**src/rtl/mem_arbiter.sv**
```systemverilog
// Two-master lock-aware round-robin arbiter for one data_memory port; MEMARB_TIMEOUT_EN adds a forced lock release.
// Grant 1 cycle after request, read data 1 cycle after the transfer; a master stalls while gnt is low.
module mem_arbiter #(
  parameter int ADDR_W  = 32,
  parameter int DATA_W  = 32,
  parameter int TIMEOUT = 16
) (
  input  logic              I_clk,
  input  logic              I_rst_n,
  input  logic              I_m0_req,
  input  logic              I_m0_lock,
  input  logic              I_m0_we,
  input  logic [ADDR_W-1:0] I_m0_addr,
  input  logic [DATA_W-1:0] I_m0_wdata,
  input  logic              I_m1_req,
  input  logic              I_m1_lock,
  input  logic              I_m1_we,
  input  logic [ADDR_W-1:0] I_m1_addr,
  input  logic [DATA_W-1:0] I_m1_wdata,
  output logic              O_m0_gnt,
  output logic              O_m1_gnt,
  output logic [DATA_W-1:0] O_m0_rdata,
  output logic [DATA_W-1:0] O_m1_rdata,
  output logic              O_m0_rvalid,
  output logic              O_m1_rvalid,
  output logic              O_mem_we,
  output logic [ADDR_W-1:0] O_mem_addr,
  output logic [DATA_W-1:0] O_mem_wdata,
  input  logic [DATA_W-1:0] I_mem_rdata,
  output logic              O_timeout_err
);

  if (TIMEOUT < 2 || TIMEOUT > 255) begin : g_bad_timeout
    $error("mem_arbiter: TIMEOUT must be within 2..255");
  end

  typedef enum logic [1:0] {IDLE, OWN0, OWN1} state_t;

  state_t            state_q, state_d;
  logic              prio_q, prio_d;   // 0 favours m0 on a tie
  logic              ready_q;          // blocks arbitration on the first edge after reset release
  logic              rd0, rd1;
  logic              tmo_fire;
  logic              rvalid0_q, rvalid1_q;
  logic [DATA_W-1:0] rdata0_q, rdata1_q;

  always_ff @(posedge I_clk or negedge I_rst_n) begin
    if (!I_rst_n) begin
      state_q <= IDLE;
      prio_q  <= 1'b0;
      ready_q <= 1'b0;
    end else begin
      state_q <= state_d;
      prio_q  <= prio_d;
      ready_q <= 1'b1;
    end
  end

  always_comb begin
    state_d = state_q;
    prio_d  = prio_q;
    case (state_q)
      IDLE: begin
        if (ready_q) begin
          if (I_m0_req && (!I_m1_req || !prio_q)) state_d = OWN0;
          else if (I_m1_req)                      state_d = OWN1;
        end
      end
      OWN0: begin
        prio_d = 1'b1;
        if (tmo_fire)       state_d = OWN1;
        else if (I_m0_lock) state_d = OWN0;
        else if (I_m1_req)  state_d = OWN1;
        else if (!I_m0_req) state_d = IDLE;
      end
      OWN1: begin
        prio_d = 1'b0;
        if (tmo_fire)       state_d = OWN0;
        else if (I_m1_lock) state_d = OWN1;
        else if (I_m0_req)  state_d = OWN0;
        else if (!I_m1_req) state_d = IDLE;
      end
      default: state_d = IDLE;
    endcase
  end

  always_comb begin
    O_mem_we    = 1'b0;
    O_mem_addr  = '0;
    O_mem_wdata = '0;
    rd0         = 1'b0;
    rd1         = 1'b0;
    case (state_q)
      OWN0: begin
        O_mem_we    = I_m0_req & I_m0_we;
        O_mem_addr  = I_m0_addr;
        O_mem_wdata = I_m0_wdata;
        rd0         = I_m0_req & ~I_m0_we;
      end
      OWN1: begin
        O_mem_we    = I_m1_req & I_m1_we;
        O_mem_addr  = I_m1_addr;
        O_mem_wdata = I_m1_wdata;
        rd1         = I_m1_req & ~I_m1_we;
      end
      default: ;
    endcase
  end

  assign O_m0_gnt = (state_q == OWN0);
  assign O_m1_gnt = (state_q == OWN1);

  // Read return is tagged at issue time, so an ownership change at the same edge cannot misroute it.
  always_ff @(posedge I_clk or negedge I_rst_n) begin
    if (!I_rst_n) begin
      rvalid0_q <= 1'b0;
      rvalid1_q <= 1'b0;
      rdata0_q  <= '0;
      rdata1_q  <= '0;
    end else begin
      rvalid0_q <= rd0;
      rvalid1_q <= rd1;
      if (rvalid0_q) rdata0_q <= I_mem_rdata;
      if (rvalid1_q) rdata1_q <= I_mem_rdata;
    end
  end

  assign O_m0_rvalid = rvalid0_q;
  assign O_m1_rvalid = rvalid1_q;
  assign O_m0_rdata  = rvalid0_q ? I_mem_rdata : rdata0_q;
  assign O_m1_rdata  = rvalid1_q ? I_mem_rdata : rdata1_q;

`ifdef MEMARB_TIMEOUT_EN
  logic [7:0] cnt_q, cnt_d;
  logic       locked;
  logic       err_q;

  assign locked   = (state_q == OWN0 && I_m0_lock) || (state_q == OWN1 && I_m1_lock);
  // cnt_q holds the locked cycles already completed, so the TIMEOUT-th locked cycle is the last.
  assign tmo_fire = locked && (cnt_q >= 8'(TIMEOUT - 1)) &&
                    ((state_q == OWN0) ? I_m1_req : I_m0_req);

  always_comb begin
    cnt_d = '0;
    if (locked && state_d == state_q)
      cnt_d = (cnt_q < 8'(TIMEOUT - 1)) ? cnt_q + 8'd1 : cnt_q;
  end

  always_ff @(posedge I_clk or negedge I_rst_n) begin
    if (!I_rst_n) begin
      cnt_q <= '0;
      err_q <= 1'b0;
    end else begin
      cnt_q <= cnt_d;
      err_q <= tmo_fire;
    end
  end

  assign O_timeout_err = err_q;
`else
  assign tmo_fire      = 1'b0;
  assign O_timeout_err = 1'b0;
`endif

endmodule

```
**config.mk**
```make
export PLATFORM = sky130hd
export DESIGN_NAME = mem_arbiter
export DESIGN_NICKNAME = d
export VERILOG_FILES = /design/src/rtl/mem_arbiter.sv
export SDC_FILE = /design/constraint.sdc
export NUM_CORES = 1
export LEC_CHECK = 0
export BUFFER_PORTS_ARGS = -buffer_cell sky130_fd_sc_hd__buf_2
export CAP_MARGIN = 20
export CORE_UTILIZATION = 27
export CTS_CLUSTER_SIZE = 10
export DETAILED_ROUTE_END_ITERATION = 10
export PLACE_DENSITY = 0.57
export SLEW_MARGIN = 20
export SYNTH_ARGS = -nofsm -noshare
export SYNTH_HDL_FRONTEND = slang
export SYNTH_SLANG_ARGS = --single-unit
```
**constraint.sdc**
```tcl
create_clock -name I_clk -period 1.91 [get_ports I_clk]
set_input_delay 0.191 -clock I_clk [delete_from_list [all_inputs] [get_ports I_clk]]
set_output_delay 0.191 -clock I_clk [all_outputs]
set_load 0.05 [all_outputs]
```
==> results_dict.tcl, run 1 <==
set metrics [dict create \
    rows 42 \
    cp.required_ps 1720 \
    finalWirelength_um 15300 \
    pwr-share-seq_pct 13.8 \
    fin_hold_ws_ps 31.9 \
    cts-root-buf "clkbuf_16" \
    grt_pass1_vias 4010 \
    critPathMaxFanout 23 \
    layout_setup_ws_ps -84.2 \
    timing.final.crit_share_pct 104 \
    die-height_um 121 \
    place_area_sq_mm 0.00620 \
    synth_edf_count 0 \
    gp_congestion 0.837 \
    ys.warnings.count 0 \
    syn_inst 328 \
    max-slew-margin-rel_pct 61.5 \
    intPower_uw 8480 \
    cts_max_level 3 \
    die_w_um 121 \
    final_cell_area_sq_mm 0.00759 \
    fin_crit_ps 1990 \
    synth_seq_cells 70 \
    worstPathArrival_ps 1800 \
    syn_to_final_growth_pct 100 \
    rr_worst_depth 6 \
    fin_tns_setup_ps -2320 \
    grt_max_degree 47 \
    synthArstFlopShare_pct 100 \
    drt_iter0_markers 148 \
    drv_slew 0 \
    synth_flop_cell "dfrtp_1" \
    comb_power_share_pct 76.7 \
    cts_sinks 70 \
    antenna_found_initial 1 \
    synth_top_cell_by_area "dfrtp_1" \
    path_class "reg2out" \
    end_kind "primary output" \
    synth_area_leaders "dfrtp_1 (46%), mux2_1 (19%), a22oi_1 (13%), nor2b_1 (11%), ha_1 (2.3%)" \
    hpwl_um 11000 \
    fmax_ghz 0.501 \
    overflow 0 \
    yosysSeqAreaShare_pct 46.2 \
    drive_above_1_share_pct 74.0 \
    yosys.cell_types.count 26 \
    ctsLongestPathBuffers 2 \
    clk_pin_slew_worst_paths_ps 60 \
    cts_buffers 9 \
    coreArea_sq_mm 0.0135 \
    p_sw_share_pct 50.7 \
    rsz0062_at_grt "yes" \
    hold_viol_final 0 \
    drv_cap 0 \
    first_pass_iters 4 \
    setup_violations 62 \
    worstMarginPinSlew_ps 578 \
    syn_area_sq_mm 0.00379 \
    hold-path-cell-count 2 \
    io-pin-count 302 \
    nets 820 \
    die_area_sq_mm 0.0145 \
    ir_drop_mv 1.07 \
    vias 3966 \
    synth.avg_cell_area_sq_um 11.6 \
    clk_latency_ps 330 \
    port_buffers 300 \
    power_density_mw_per_mm2 2270 \
    grt_first_pass_wirelength_um 21500 \
    cp-start-kind "register" \
    synth_top_area_share_pct 46.2 \
    violations "negative setup slack" \
    pre_cts_ws_ps 62.8 \
    hold_class "in2reg" \
    skew_ps 5.96 \
    wire_per_inst_um 18.6 \
    tritoncts "done" \
    drc 0 \
    r2r_slack_ps 0 \
    start_util_pct 28.2 \
    viasPerCell 4.80 \
    status "finished, violations left" \
    p_clk_share_pct 9.5 \
    syn_nets 503 \
    p_sw_uw 8720 \
    antenna_left 0 \
    power_leakage_uw 0.00354 \
    grt_use_total_pct 19.5 \
]
[through the flow]
step	util (%)	cells	total power [uW]
2_1_floorplan	-	328	10500
3_3_place_gp	46.1	791	13000
3_5_place_dp	46.1	791	13200
4_1_cts	53.7	813	16200
5_1_grt	56.4	826	17900
6_report	56.4	827	17200
[kinds of logic (layout without fill, tap and decap cells)]
group | after synthesis | count (layout) | synth area share [%]
compound gates | 68 | 68 | 13.5
buf+inv | 35 | 357 | 4.09
mux | 67 | 67 | 19.8
flops | 70 | 70 | 46.2
fa+ha+maj | 7 | 7 | 2.31
other cells | 2 | 3 | 0.198
simple gates | 79 | 79 | 13.9
[metal layers]
layer / global-route usage, % / share of wire, %
met2: 34.3 / 53
met1: 22.5 / 38
met4: 8.80 / 3.2
met5: 0 / 0
met3: 4.29 / 6.2
[flip-flops by register name, indices dropped and copies added (netlist names)]
register / cells
O_m1_rvalid: 1
O_m0_rvalid: 1
ready_q: 1
rdata0_q: 32
rdata1_q: 32
state_q: 2
prio_q: 1
[path summary, 6_finish.rpt]
kind                               from            end
min in group asynchronous       I_rst_n   rdata1_q[13]
max in group asynchronous       I_rst_n   rdata1_q[26]
min reg2reg                rdata0_q[16]   rdata0_q[16]
max                          state_q[1]  O_mem_addr[0]
max reg2reg                  state_q[0]     state_q[1]
min                             I_m0_we    O_m0_rvalid
[cells in the mapped netlist (2+ instances only)]
cell type,number
nand2_1,2
nor2b_1,65
inv_1,5
a22oi_1,64
dfrtp_1,70
nor2_1,2
buf_2,16
mux2i_1,2
mux2_1,65
clkbuf_1,13
conb_1,2
nand3_1,2
ha_1,7
[placed cells by master (no fill, tap or decap), types with 2 or more instances in the layout]
cell / synthesis / layout
nor2b_4: 0 / 56
buf_16: 0 / 2
ha_1: 7 / 4
ha_4: 0 / 3
nor2b_2: 0 / 8
clkbuf_1: 13 / 2
buf_4: 1 / 8
dfrtp_2: 0 / 2
mux2_1: 65 / 65
a22oi_1: 64 / 7
a22oi_2: 0 / 57
mux2i_1: 2 / 2
buf_12: 0 / 19
buf_6: 0 / 44
inv_1: 5 / 3
nand3_1: 2 / 2
nor2_1: 2 / 2
conb_1: 2 / 2
nand2_1: 2 / 2
clkinv_4: 0 / 2
inv_4: 0 / 2
clkbuf_16: 0 / 14
buf_8: 0 / 22
buf_2: 16 / 235
dfrtp_1: 70 / 68
[critical path, stage by stage (launching register included)]
cell	delay (ps)
dfrtp_2	450
buf_6	140
ha_4	200
buf_12	180
a22oi_2	260
nor2b_4	80
buf_8	150
[repair_timing]
action,CTS,global route
hold buffers,1,0
gates resized for setup,173,43
buffers inserted,4,6
pin swaps,15,15
cloned,2,7
endpoints found under the setup margin,66,66
hold endpoints to repair,24,0
[power by group through the flow]
stage,combinational [uW],sequential [uW],clock (uW)
after global placement,10600,2340,0
after global routing,13700,2450,1730
after floorplan,8110,2340,0
final,13200,2380,1630
after detailed placement,10800,2390,0
after CTS,12100,2380,1670
[final cells by class]
type | count | area, sq um
diodes | 1 | 2.50
repair buffers | 336 | 2630
clock inverters | 5 | 60.1
fillers | 1151 | 5870
clock buffers | 11 | 233
flip-flops and latches | 70 | 1750
multi-input cells | 223 | 2660
well taps | 176 | 220
inverters | 5 | 23.8
Note: power is estimated with default switching activity, not from simulation.
==> run 2: changes to the inputs <==
--- a/config.mk
+++ b/config.mk
@@ -8,8 +8,10 @@
 export BUFFER_PORTS_ARGS = -buffer_cell sky130_fd_sc_hd__buf_2
 export CAP_MARGIN = 20
 export CORE_UTILIZATION = 27
+export CTS_BUF_LIST = sky130_fd_sc_hd__clkbuf_4
 export CTS_CLUSTER_SIZE = 10
 export DETAILED_ROUTE_END_ITERATION = 10
+export MAX_ROUTING_LAYER = met4
 export PLACE_DENSITY = 0.57
 export SLEW_MARGIN = 20
 export SYNTH_ARGS = -nofsm -noshare
==> run 2 against run 1 <==
Against the previous run: the flow still finishes with violations (negative setup slack); critical path depth fell by 1; maximum frequency fell by 4.7%; count of clock-buffer cells in the layout did not move; register-to-register slack barely moved; sequential share of layout area fell by 1.1 points; final cell count rose by 3.4%; die area did not move; via count rose by 3.8%; critical path type unchanged.
==> results_dict.tcl, run 2 (synthesis gave the netlist of run 1 again) <==
set metrics [dict create \
    p_sw_share_pct 50.7 \
    end_kind "primary output" \
    ir_drop_mv 1.05 \
    ctsLongestPathBuffers 2 \
    timing.final.crit_share_pct 110 \
    reg_top3 "rdata0_q x32, rdata1_q x32, state_q x2" \
    crit_chain "inv_4, ha_4, bufbuf_16, nor2b_2, buf_6" \
    coreArea_sq_mm 0.0135 \
    rows 42 \
    cts_buffers 9 \
    wire_per_inst_um 18.8 \
    cts_max_level 3 \
    syn_to_final_growth_pct 110 \
    gp_congestion 0.850 \
    first_pass_iters 4 \
    comb_power_share_pct 80.3 \
    met1_length_um 6030 \
    cp.required_ps 1720 \
    overflow 0 \
    drt_iter0_markers 154 \
    hpwl_um 11000 \
    grt_max_degree 47 \
    hold_viol_final 0 \
    worstPathArrival_ps 1900 \
    die-height_um 121 \
    viasPerCell 4.81 \
    crit_family "buffers and inverters" \
    drive_above_1_share_pct 74.8 \
    power_leakage_uw 0.00368 \
    power_density_mw_per_mm2 2140 \
    fmax_ghz 0.478 \
    layout_commonest_cell "buf_2" \
    cp-start-kind "register" \
    clk_latency_ps 410 \
    fin_crit_ps 2090 \
    crit_buf_inv 3 \
    final_util_pct 59.2 \
    cts-root-buf "clkbuf_4" \
    grt_first_pass_wirelength_um 22300 \
    cts_sinks 70 \
    intPower_uw 8410 \
    pwr-share-seq_pct 14.0 \
    highest_layer "met4" \
    critPathMaxFanout 7 \
    path_class "reg2out" \
    finalWirelength_um 16000 \
    grt_pass1_vias 4184 \
    p_clk_share_pct 5.6 \
    antenna_left 0 \
    rsz0062_at_grt "yes" \
    die_w_um 121 \
    multi_input_area_sq_mm 0.00268 \
    p_sw_uw 8650 \
    drv_slew 0 \
    nets 848 \
    p_total_uw 17100 \
    dr_wl_met3_um 945 \
    antenna_found_initial 1 \
    critPathSlowestCell "dfrtp_2" \
    vias 4115 \
    port_buffers 300 \
    clk_pin_slew_worst_paths_ps 120 \
    worstMarginPinSlew_ps 583 \
    drv_cap 0 \
    tritoncts "done" \
    die_area_sq_mm 0.0145 \
    start_util_pct 28.2 \
    max-slew-margin-rel_pct 61.1 \
    drc 0 \
    layout_setup_ws_ps -181 \
    ff_latch_area_sq_mm 0.00176 \
    status "finished, violations left" \
    io-pin-count 302 \
    violations "negative setup slack" \
    setup_violations 66 \
    grt_use_total_pct 20.7 \
    most-common-layout-cells "buf_2 (190), buf_6 (78), dfrtp_1 (67), nor2b_4 (56), a22oi_2 (54)" \
    critPathMaxStageDelay_ps 470 \
    skew_ps 11.6 \
    dr_wl_met2_um 8690 \
    hold_class "in2reg" \
    nFillCells 1072 \
]
[run 2: what timing repair did]
item	in CTS	in global routing
cloned	4	7
gates resized for setup	183	174
hold endpoints to repair	65	0
setup endpoints to repair	66	121
hold buffers	27	0
pin swaps	11	16
setup buffers	7	4
[run 2: cell type report]
cell class	count	share of cell area, %
Multi-Input combinational cell	223	33.6
Clock inverter	5	0.754
Clock buffer	11	1.04
Tap cell	176	2.77
Sequential cell	70	22.0
Antenna cell	1	0.0314
Inverter	5	0.267
Timing Repair Buffer	364	39.4
[run 2: power groups by stage]
stage	Sequential, uW	Combinational (uW)	Clock [uW]
2_1_floorplan	2340	8110	0
3_3_place_gp	2340	10600	0
3_5_place_dp	2390	10800	0
4_1_cts	2360	12700	1010
5_1_grt	2460	14200	1070
6_report	2390	13700	964
[run 2: stage by stage]
step / hold WS, ps / cells / TNS (ps) / instance area [sq um] / worst slack, ps
final: 46.6 / 855 / -8440 / 7960 / -181
after global routing: 8.10 / 855 / -16090 / 7960 / -272
after CTS: 0.349 / 845 / -11330 / 7480 / -214
after detailed placement: 223 / 791 / 0 / 6200 / 62.8
after global placement: 214 / 791 / 0 / 6200 / 134
after floorplan: -105 / 328 / 0 / 4230 / 6.51
[run 2: worst paths after layout]
check / startpoint / to / slack, ps / depth (start not counted)
worst max-delay path: state_q[0] / O_mem_addr[27] / -180 / 5
worst min-delay path: I_mem_rdata[31] / rdata1_q[31] / 50 / 2
worst max register to register: state_q[0] / state_q[1] / -10 / 6
worst min register to register: rdata0_q[16] / rdata0_q[16] / 490 / 1
max in group asynchronous: I_rst_n / O_m0_rvalid / 930 / 3
min in group asynchronous: I_rst_n / rdata1_q[11] / 320 / 2
[run 2: per-layer routing]
metal	up-vias	global-route usage, %
li1	1876	-
met5	-	-
met4	0	7.72
met3	27	3.87
met2	204	36.0
met1	2008	23.6
